### config.mk
export PLATFORM = sky130hd
export DESIGN_NAME = if_fetch_unit_flat
export DESIGN_NICKNAME = d
export VERILOG_FILES = /design/src/rtl/if_fetch_unit_if.sv /design/src/rtl/if_fetch_unit.sv /design/src/flat_wrapper.sv
export SDC_FILE = /design/constraint.sdc
export NUM_CORES = 1
export LEC_CHECK = 0
export ABC_CLOCK_PERIOD_IN_PS = 3160
export BUFFER_PORTS_ARGS = -buffer_cell sky130_fd_sc_hd__buf_4
export CORE_UTILIZATION = 45
export CTS_CLUSTER_SIZE = 10
export DETAILED_ROUTE_END_ITERATION = 10
export GPL_ROUTABILITY_DRIVEN = 0
export PLACE_DENSITY = 0.78
export SYNTH_ARGS = -nofsm -noshare
export SYNTH_HDL_FRONTEND = slang
export SYNTH_SLANG_ARGS = --single-unit
### constraint.sdc
create_clock -name clk -period 3.16 [get_ports clk]
set_input_delay 0.158 -clock clk [delete_from_list [all_inputs] [get_ports clk]]
set_output_delay 0.158 -clock clk [all_outputs]
set_load 0.1 [all_outputs]
### src/rtl/if_fetch_unit_if.sv
// Instruction-memory fetch bus.
//   imem_req   : fetch request, held until imem_ack
//   imem_addr  : word-aligned fetch address, stable while imem_req=1
//   imem_ack   : memory returns imem_rdata this cycle
//   imem_rdata : fetched 32-bit instruction word
// The master modport belongs to the fetch unit; the slave modport belongs to the memory.
interface if_fetch_unit_if;
  logic        imem_req;
  logic [63:0] imem_addr;
  logic        imem_ack;
  logic [31:0] imem_rdata;

  modport master (output imem_req, imem_addr, input imem_ack, imem_rdata);
  modport slave  (input imem_req, imem_addr, output imem_ack, imem_rdata);
endinterface

### src/rtl/if_fetch_unit.sv
// Instruction-fetch stage of the RV64 pipeline.
// This block owns the architectural PC and issues word fetches over a req/ack bus.
// It feeds the IF/ID buffer with the fetched instruction, its PC, a load enable
// and a clear signal. It tolerates variable memory latency, hazard stalls and
// branch/jump redirects.
// Ports:
//   clk, rst_n   : rising-edge clock, asynchronous active-low reset
//   stall        : IF/ID must hold its contents this cycle
//   redirect     : taken branch/jump resolved downstream; redirect_pc is the target
//   imem         : fetch bus (master side)
//   nextInstruc  : instruction presented to IF/ID
//   nextPC       : PC of nextInstruc
//   e_write      : IF/ID load enable
//   IF_flush     : IF/ID clear
module if_fetch_unit #(
  parameter logic [63:0] RESET_PC = 64'h0
) (
  input  logic                   clk,
  input  logic                   rst_n,
  input  logic                   stall,
  input  logic                   redirect,
  input  logic [63:0]            redirect_pc,
  if_fetch_unit_if.master        imem,
  output logic [31:0]            nextInstruc,
  output logic [63:0]            nextPC,
  output logic                   e_write,
  output logic                   IF_flush
);

  typedef enum logic [1:0] {
    IDLE = 2'd0,
    REQ  = 2'd1,
    HOLD = 2'd2,
    DROP = 2'd3
  } state_e;

  state_e      state_q, state_d;
  logic [63:0] pc_q, pc_d;
  logic [63:0] fetch_addr_q, fetch_addr_d;
  logic [31:0] inst_q, inst_d;

  logic        req_c;
  logic [63:0] target;
  logic [63:0] pc_inc;

  assign target = {redirect_pc[63:2], 2'b00};
  assign pc_inc = pc_q + 64'd4;  // wraps modulo 2^64

  always_ff @(posedge clk or negedge rst_n) begin
    if (!rst_n) begin
      state_q      <= IDLE;
      pc_q         <= RESET_PC;
      fetch_addr_q <= RESET_PC;
      inst_q       <= 32'h0;
    end else begin
      state_q      <= state_d;
      pc_q         <= pc_d;
      fetch_addr_q <= fetch_addr_d;
      inst_q       <= inst_d;
    end
  end

  always_comb begin
    state_d      = state_q;
    pc_d         = pc_q;
    fetch_addr_d = fetch_addr_q;
    inst_d       = inst_q;
    req_c        = 1'b0;
    e_write      = 1'b0;
    nextInstruc  = inst_q;
    nextPC       = pc_q;

    unique case (state_q)
      IDLE: begin
        if (redirect) begin
          pc_d         = target;
          fetch_addr_d = target;
        end else begin
          fetch_addr_d = pc_q;
        end
        state_d = REQ;
      end

      REQ: begin
        req_c = 1'b1;
        if (redirect) begin
          pc_d = target;
          if (imem.imem_ack) begin
            // The returned word belongs to the wrong path, so it is dropped.
            // The target fetch starts on the next cycle.
            fetch_addr_d = target;
          end else begin
            // The pending fetch cannot be withdrawn. It must still complete,
            // and its data is discarded in DROP.
            state_d = DROP;
          end
        end else if (imem.imem_ack) begin
          if (stall) begin
            inst_d  = imem.imem_rdata;
            state_d = HOLD;
          end else begin
            e_write      = 1'b1;
            nextInstruc  = imem.imem_rdata;
            pc_d         = pc_inc;
            fetch_addr_d = pc_inc;
          end
        end
      end

      HOLD: begin
        if (redirect) begin
          pc_d         = target;
          fetch_addr_d = target;
          state_d      = REQ;
        end else if (!stall) begin
          e_write      = 1'b1;
          pc_d         = pc_inc;
          fetch_addr_d = pc_inc;
          state_d      = REQ;
        end
      end

      DROP: begin
        req_c = 1'b1;
        if (redirect) pc_d = target;
        if (imem.imem_ack) begin
          // Use the newest target, including one that arrives on this same cycle.
          fetch_addr_d = pc_d;
          state_d      = REQ;
        end
      end

      default: state_d = IDLE;
    endcase
  end

  // Gating with rst_n keeps the clear low while reset is held, whatever redirect does.
  assign IF_flush       = redirect & rst_n;
  assign imem.imem_req  = req_c;
  assign imem.imem_addr = fetch_addr_q;

endmodule

### src/flat_wrapper.sv
// flat-port wrapper written by rule: the top's interface ports become plain ports
module if_fetch_unit_flat 
#(
  parameter logic [63:0] RESET_PC = 64'h0
)
  (clk, rst_n, stall, redirect, redirect_pc, nextInstruc, nextPC, e_write, IF_flush, imem_imem_req, imem_imem_addr, imem_imem_ack, imem_imem_rdata);
  if_fetch_unit_if imem_i ();
  input  logic clk;
  input  logic rst_n;
  input  logic stall;
  input  logic redirect;
  input  logic [63:0] redirect_pc;
  output logic [31:0] nextInstruc;
  output logic [63:0] nextPC;
  output logic e_write;
  output logic IF_flush;
  output wire logic [$bits(imem_i.imem_req)-1:0] imem_imem_req;
  output wire logic [$bits(imem_i.imem_addr)-1:0] imem_imem_addr;
  input wire logic [$bits(imem_i.imem_ack)-1:0] imem_imem_ack;
  input wire logic [$bits(imem_i.imem_rdata)-1:0] imem_imem_rdata;
  assign imem_imem_req = imem_i.imem_req;
  assign imem_imem_addr = imem_i.imem_addr;
  assign imem_i.imem_ack = imem_imem_ack;
  assign imem_i.imem_rdata = imem_imem_rdata;
  if_fetch_unit #(.RESET_PC(RESET_PC)) u_core (.clk(clk), .rst_n(rst_n), .stall(stall), .redirect(redirect), .redirect_pc(redirect_pc), .imem(imem_i), .nextInstruc(nextInstruc), .nextPC(nextPC), .e_write(e_write), .IF_flush(IF_flush));
endmodule
Word level (Yosys, flattened, before mapping)
Cells that the tools add are included.
Operators by class
  reduce and logical (&&, ||, !) cells: 6
  order comparisons: 0
  $add $sub $neg: 1
  mux-type cells: 31
  bitwise operators: 2
  shift-type cells: 0
  equal/unequal tests: 9
  multipliers: 0
  div/mod/pow operators: 0
Operator list (number)
  $mux 64: 11
  $pmux 64 s4: 1
  $pmux 64 s3: 1
  $mux 32: 4
  $add 64x3->64 const B: 1
  $mux 2: 7
  $ne 3x3->1 const B: 4
  $pmux 2 s4: 1
  $mux 1: 5
  $reduce_and 5->1: 1
  $eq 2x2->1 const B: 2
  $ne 2x2->1 const B: 2
  $reduce_and 4->1: 1
  $reduce_or 2->1: 2
  $eq 2x1->1 const B: 1
  $logic_not 2->1: 1
  $pmux 1 s2: 1
  $reduce_and 2->1: 1
  $and 1x1->1: 1
  $not 1->1: 1
Word-level totals
  input port bits: 101
  logic and storage cells: 53
  bits in latches: 0
  output and inout bits: 163
  bits in read-only memories: 0
  memory bits (writable): 0
  register bits after elaboration: 162
  memories: 0

Longest topological paths before layout
Gate-level depths: netlist (run 1).
  depth after elaboration: 5
  gate-level depth with buffers: 11

Worst setup path after synthesis (run 1)
OpenSTA, ideal clock, no wires.
  path kind: flip-flop to output port
  start point: register u_core.state_q[0]
  end point: output port e_write
  stages on the path, launching flop included: 7
  data arrival time: 3.261 ns
  path slack: -0.259 ns
  path buffers: 2
  cell sequence: dfrtp_1 -> inv_1 -> ha_1 -> buf_6 -> or2_1 -> buf_2 -> nor3_1
On the way
  longest elaborated chain between the ends: 2
  elaborated cells between the ends (all ways): 3
  those cells by class: eq/ne: 2; mux: 1
RTL lines
  from (decl): RTL line if_fetch_unit.sv:37  | state_e state_q, state_d;
  from (signal assigned): RTL line if_fetch_unit.sv:56  | state_q <= state_d;
  $eq 2x2->1 / $eq 2x1->1 (equally long branches): RTL line if_fetch_unit.sv:73  | unique case (state_q)
  $pmux 1 s2 *: RTL line if_fetch_unit.sv:73
  to (decl): RTL line flat_wrapper.sv:15  | output logic e_write;
Mark *: on every way between the ends. The rest lies on a longest branch, timed or not.

Worst setup path after layout (run 1)
  start point: register u_core.state_q[1]
  end point: output port nextInstruc[9]
On the way
  longest elaborated chain between the ends: 2
RTL lines
  $eq 2x1->1: RTL line if_fetch_unit.sv:73
  $mux 32: RTL line if_fetch_unit.sv:73
  to (decl): RTL line flat_wrapper.sv:13  | output logic [31:0] nextInstruc;
No other way between the ends.

==> flow_metrics.py, run 1 <==
metrics = {
    "sta": {
        "fin_crit_sh_pct": 92.2,
        "setup_viol": 0,
        "rsz0062_at_grt": "no",
        "setup_tns_ns": 0,
        "tightestPinTransition_ns": 0.935,
        "layout_min_cycle_time_ns": 2.91,
        "finalHoldViolations": 0,
        "fin_skew_ns": 0.0123,
        "fmaxAchievable_ghz": 0.343,
        "relSlewSlack_pct": 37.4,
        "finalMaxSlewViolations": 0,
    },
    "grt": {
        "grt_max_degree": 91,
        "grt_pass1_vias": 9155,
        "antenna_found_initial": 0,
        "grt_use_total_pct": 27.9,
        "grt_pass1_wl_um": 48100,
        "grt_remaining_overflow": 0,
    },
    "cts": {
        "cts_buffer_depth": 2,
        "clkLatencyLatePin_ns": 0.44,
        "cts_made_buffers": 17,
        "tritoncts": "yes",
        "htree_levels": 4,
        "cts_resized": 0,
        "clock-sinks": 162,
        "cts_root_buf": "clkbuf_16",
        "path_clk_slew_ns": 0.07,
    },
    "logic_synthesis": {
        "synth_seq_area_share_pct": 42.2,
        "synthMostInstantiatedCell": "dfrtp_1",
        "synth_cells": 1004,
        "yosys_warnings": 0,
        "synth_top_area_share_pct": 42.2,
        "synth_cell_types": 79,
        "synth_seq_cells": 162,
        "synth_common_cells": "dfrtp_1 (162), nand2_1 (127), mux2_2 (102), nor2_1 (73), o21ai_0 (61)",
        "synth_area_mm2": 0.00961,
        "synth_area_leaders": "dfrtp_1 (42%), mux2_2 (12%), nand2_1 (5.0%)",
        "synthFlopType": "dfrtp_1",
        "syn_nets": 1109,
        "async_reset_ff_share_pct": 100,
        "synth-edff-count": 0,
        "syn_avg_cell_area_um2": 9.57,
        "synth.largest_area_cell": "dfrtp_1",
    },
    "placed_design": {
        "dp.cells": 1495,
        "io_buffers": 261,
        "dp_hpwl_um": 21100,
    },
    "drt": {
        "dr.pass1.iters": 5,
        "ant_nets": 0,
        "drt-wirelength-per-cell_um": 19.3,
        "first_iter_violations": 818,
        "drt_wl_total_um": 30500,
        "drc": 0,
        "vias_per_cell": 5.88,
        "num_vias": 9304,
    },
    "layout": {
        "drive_above_1_share_pct": 34.9,
        "finalNonFillerCells": 1581,
        "multi_input_area_mm2": 0.00520,
        "antennaDiodeCount": 0,
        "syn_to_final_growth_pct": 34.3,
        "final_nets": 1399,
        "nFillCells": 1751,
        "final_core_util_pct": 61.6,
        "regArea_mm2": 0.00405,
    },
    "setup_path": {
        "worst-path-max-fanout": 32,
        "cp.buffers_inverters": 3,
        "worst-setup-path-type": "reg2out",
        "critPathMaxStageDelay_ns": 0.41,
        "cpLargestDelayFamily": "buffers and inverters",
        "worstPathRequired_ns": 3.00,
        "cp_common_cell": "buf_4",
        "cp_data_arrival_time_ns": 2.75,
        "cp.depth": 7,
        "worstPathCellList": "inv_1 -> ha_1 -> nor2b_1 -> and3_1 -> buf_4 -> mux2_2 -> buf_4",
        "critPathSlowestCell": "dfrtp_1",
        "start_kind": "flop",
        "cp-end-kind": "output port",
        "rr_worst_depth": 8,
    },
    "die": {
        "fp.dieW_um": 148,
        "die-area_mm2": 0.0219,
        "die_y_um": 148,
        "start_util_pct": 45.8,
        "core_mm2": 0.0210,
        "boundaryPins": 264,
        "rows": 53,
    },
    "run": {
        "maxCapViolCount": 0,
    },
    "outcome": {
        "status": "finished, final reports clean",
    },
    "power_and_ir_drop": {
        "power_mw": 14.8,
        "vdd_ir_drop_max_uv": 902,
        "power_density_mw_per_mm2": 1150,
        "p_leak_nw": 5.72,
    },
    "min_path": {
        "whs_path_depth": 3,
        "min_path_type": "in2reg",
    },
}
report_power, final:
part / internal (mW) / switching [mW] / total [mW]
logic: 2.10 / 7.31 / 9.41
registers: 2.81 / 0.635 / 3.45
clock network: 1.03 / 0.928 / 1.96
stage by stage:
step | setup WS [ns] | hold slack, ns | cell area, um2
2_1_floorplan | 0.151 | -0.138 | 9610
3_3_place_gp | 0.407 | 0.0140 | 11800
3_5_place_dp | 0.331 | 0.0135 | 11800
4_1_cts | 0.235 | 0.00142 | 12900
5_1_grt | 0.0265 | 0.0123 | 12900
6_report | 0.248 | 0.0137 | 12900
registers in the layout (all words and copies together), names as in the netlist:
name / count
u_core.imem.imem_addr: 64
u_core.inst_q: 32
u_core.nextPC: 64
u_core.state_q: 2
final cells by class:
| cell class | instances | share of cell area [%] |
|---|---|---|
| clock buffer | 18 | 3.40 |
| clock inverter | 13 | 0.805 |
| inverter | 17 | 0.494 |
| multi-input combinational | 758 | 40.3 |
| sequential | 162 | 31.4 |
| tap | 275 | 2.67 |
| timing repair buffer | 338 | 21.0 |
worst reg2reg max path: stages (launching register included):
cell and delay, ns:
dfrtp_1 0.39, inv_1 0.07, ha_1 0.33, or2_1 0.32
nor4_4 0.58, nand2_4 0.21, nor4_4 0.39, mux2_2 0.37
o21ai_1 0.14
placed cells by master (no fill, tap or decap), types with 9 or more instances in the layout:
master           n
buf_4          280
dfrtp_1        162
nand2_1        127
mux2_2         102
nor2_1          73
o21ai_0         61
dlygate4sd3_1   55
nand3_1         39
nand4_1         32
a21oi_1         31
nor3_1          31
mux2i_1         25
and3_1          17
clkbuf_16       17
inv_1           16
nor2b_1         14
nor4_1          14
o21a_1          10
a211oi_1        10
and4_1           9
nand2b_1         9
routing by layer:
| metal | vias to the layer above | track usage, % | wire, um |
|---|---|---|---|
| met5 | - | 0 | 0 |
| met4 | 0 | 11.3 | 940 |
| met3 | 75 | 7.52 | 2890 |
| met2 | 444 | 45.2 | 14400 |
| met1 | 4494 | 35.4 | 12200 |
| li1 | 4291 | - | - |
timing repair:
item / CTS / global route
buffers inserted: 0 / 0
hold buffers: 55 / 0
hold endpoints to repair: 161 / 0
worst paths after layout:
kind	start	to	slack, ns
setup / recovery	u_core.state_q[1]$_DFFE_PN0P_	nextInstruc[9]	0.25
hold / removal	redirect_pc[33]	u_core.nextPC[33]$_DFFE_PN0P_	0.01
setup reg to reg	u_core.state_q[0]$_DFFE_PN0P_	u_core.imem.imem_addr[57]$_DFFE_PN0P_	0.29
hold reg to reg	u_core.imem.imem_addr[61]$_DFFE_PN0P_	u_core.imem.imem_addr[61]$_DFFE_PN0P_	0.47
max in group asynchronous	rst_n	u_core.inst_q[21]$_DFFE_PN0P_	2.05
min in group asynchronous	rst_n	u_core.imem.imem_addr[35]$_DFFE_PN0P_	0.14
cells by family after synthesis:
logic type / count (synthesis) / synth area share, %
muxes: 130 / 15.0
buffers and inverters: 84 / 4.13
AOI/OAI and AO/OA: 210 / 14.6
and+or+nand+nor: 408 / 23.1
DFF: 162 / 42.2
xor gates and xnor gates: 6 / 0.547
adders and majority gates: 4 / 0.521
No activity file was read; power rests on OpenSTA's default activity.
==> run 2: changes to the inputs <==
Settings changed: ABC_CLOCK_PERIOD_IN_PS 3160 to 3630.
Clock period 3.16 ns to 3.63 ns, I/O delays scaled along.
==> run 2 against run 1 <==
Register-to-register slack gained 0.16 ns. Cell area fell by 0.61%. Total power down 11%. Clock power is essentially flat. Critical endpoint is now u_core.nextPC[43]$_DFFE_PN0P_. Largest power group unchanged. Highest routed layer unchanged.
==> flow_metrics.py, run 2 (synthesis gave the netlist of run 1 again) <==
metrics = {
    "outcome": {
        "status": "finished, final reports clean",
    },
    "die": {
        "fp.dieW_um": 148,
        "die-area_mm2": 0.0219,
        "die_y_um": 148,
        "core_mm2": 0.0210,
        "boundaryPins": 264,
        "start_util_pct": 45.8,
        "rows": 53,
    },
    "sta": {
        "tightestPinTransition_ns": 1.02,
        "layout_min_cycle_time_ns": 3.18,
        "finalMaxSlewViolations": 0,
        "fmaxAchievable_ghz": 0.314,
        "setup_tns_ns": 0,
        "relSlewSlack_pct": 31.7,
        "setup_viol": 0,
        "setup_ws_ns": 0.450,
        "finalHoldViolations": 0,
        "fin_crit_sh_pct": 87.6,
        "fin_skew_ns": 0.00934,
        "rsz0062_at_grt": "no",
    },
    "drt": {
        "drt-wirelength-per-cell_um": 19.5,
        "num_vias": 9273,
        "vias_per_cell": 5.92,
        "ant_nets": 0,
        "drt_wl_total_um": 30600,
        "drc": 0,
        "first_iter_violations": 823,
        "dr.pass1.iters": 6,
    },
    "placed_design": {
        "placedInstanceArea_mm2": 0.0117,
        "io_buffers": 261,
        "dp_slack_ns": 0.463,
        "dp_hpwl_um": 21100,
        "dp.cells": 1488,
    },
    "setup_path": {
        "r2r_start": "u_core.state_q[0]$_DFFE_PN0P_",
        "r2r_slack_ns": 0.45,
        "cp_data_arrival_time_ns": 3.53,
        "start_kind": "flop",
        "worst-path-max-fanout": 10,
        "worst-setup-path-type": "reg2reg",
        "worstPathRequired_ns": 3.98,
        "worstPathCellList": "inv_1 -> ha_1 -> or2_1 -> nor4_4 -> nand4_2 -> nor3_1 -> mux2_2 -> a21oi_1",
        "critPathSlowestCell": "nor4_4",
        "timing.rr.end": "u_core.nextPC[43]$_DFFE_PN0P_",
        "endpoint": "u_core.nextPC[43]$_DFFE_PN0P_",
        "crit_start": "u_core.state_q[0]$_DFFE_PN0P_",
        "cp-end-kind": "flop",
        "critPathMaxStageDelay_ns": 0.59,
        "rr_worst_depth": 8,
    },
    "cts": {
        "clock-sinks": 162,
        "cts_setup_buffers": 0,
        "cts_buffer_depth": 2,
        "clkLatencyLatePin_ns": 0.43,
        "cts_resized": 0,
        "tritoncts": "yes",
        "cts_made_buffers": 17,
        "cts_root_buf": "clkbuf_16",
        "path_clk_slew_ns": 0.07,
        "htree_levels": 4,
    },
    "layout": {
        "final_nets": 1383,
        "final_area_mm2": 0.0128,
        "syn_to_final_growth_pct": 33.5,
        "final_common_cell": "buf_4",
        "drive_above_1_share_pct": 34.8,
        "finalNonFillerCells": 1566,
        "final_cell_mix": "buf_4 (274), dfrtp_1 (162), nand2_1 (127)",
        "antennaDiodeCount": 0,
    },
    "power_and_ir_drop": {
        "power_density_mw_per_mm2": 1020,
        "p_leak_nw": 5.68,
        "power_mw": 13.1,
        "vdd_ir_drop_max_uv": 767,
    },
    "grt": {
        "grt_max_degree": 94,
        "grt_pass1_wl_um": 47700,
        "grt_use_total_pct": 27.9,
        "grt_remaining_overflow": 0,
        "grt_pass1_vias": 8899,
        "antenna_found_initial": 0,
    },
    "min_path": {
        "min_path_type": "in2reg",
    },
    "run": {
        "maxCapViolCount": 0,
    },
}
run 2: cell count changes in the layout (fill, tap and decap cells not counted):
cell           previous run  this run
dlygate4sd3_1            55        46
buf_4                   280       274
bufinv_16                 0         3
clkinvlp_4                4         2
inv_6                     3         5
buf_12                    2         1
clkbuf_8                  1         2
clkinv_2                  2         1
clkinv_4                  3         2
inv_8                     1         0
nor3_1                   31        32
nor3_2                    1         0
run 2: final cells by class:
type,count,area (um2)
clock buffer,19,453
clock inverter,13,171
fill,1772,8130
inverter,17,63.8
multi-input combinational,758,5190
sequential,162,4050
tap,275,344
timing repair buffer,322,2550
run 2: worst min-delay path by stage:
stage                         from                              endpoint  slack [ns]  cells past startpoint
2_1_floorplan                rst_n  u_core.imem.imem_addr[0]$_DFFE_PN0P_       -0.11                      0
3_3_place_gp                 rst_n          u_core.inst_q[9]$_DFFE_PN0P_        0.32                      1
3_5_place_dp                 rst_n          u_core.inst_q[9]$_DFFE_PN0P_        0.32                      1
4_1_cts        imem_imem_rdata[11]         u_core.inst_q[11]$_DFFE_PN0P_      0.0009                      2
5_1_grt        imem_imem_rdata[30]         u_core.inst_q[30]$_DFFE_PN0P_       0.001                      2
6_report       imem_imem_rdata[30]         u_core.inst_q[30]$_DFFE_PN0P_       0.008                      2
run 2: metal layers:
metal  part of all wire, %  up-vias  wire length (um)  track usage [%]
met5                     0        -                 0                0
met4                   3.9        0              1190             12.3
met3                   7.7       84              2370             5.43
met2                    46      444             14200             43.3
met1                    42     4493             12800             37.7
li1                      -     4252                 -                -
run 2: where the power goes:
part / leakage, nW / internal [mW] / total, mW / switching (mW)
clock: 0.301 / 1.13 / 1.94 / 0.811
combinational: 3.46 / 1.80 / 8.16 / 6.36
sequential: 1.92 / 2.45 / 3.01 / 0.566
total: 5.68 / 5.38 / 13.1 / 7.74
run 2: through the flow:
step | hold slack [ns] | utilization [%]
after floorplan | -0.114 | -
after global placement | 0.317 | 56.0
after detailed placement | 0.325 | 56.0
after CTS | 0.000931 | 61.2
after global routing | 0.00119 | 61.2
final | 0.00788 | 61.2
run 2: worst max-delay path: cells and delay by family (launching register included):
family / cells / cell delay [ns]
compound gates: 1 / 0.10
fa+ha+maj: 1 / 0.47
buf+inv: 1 / 0.08
flops: 1 / 0.39
mux: 1 / 0.37
simple gates: 4 / 1.70
run 2: timing repair:
action / in CTS / in global routing
endpoints found under the hold margin: 127 / 1
setup endpoints to repair: 0 / 0
hold buffers: 45 / 1
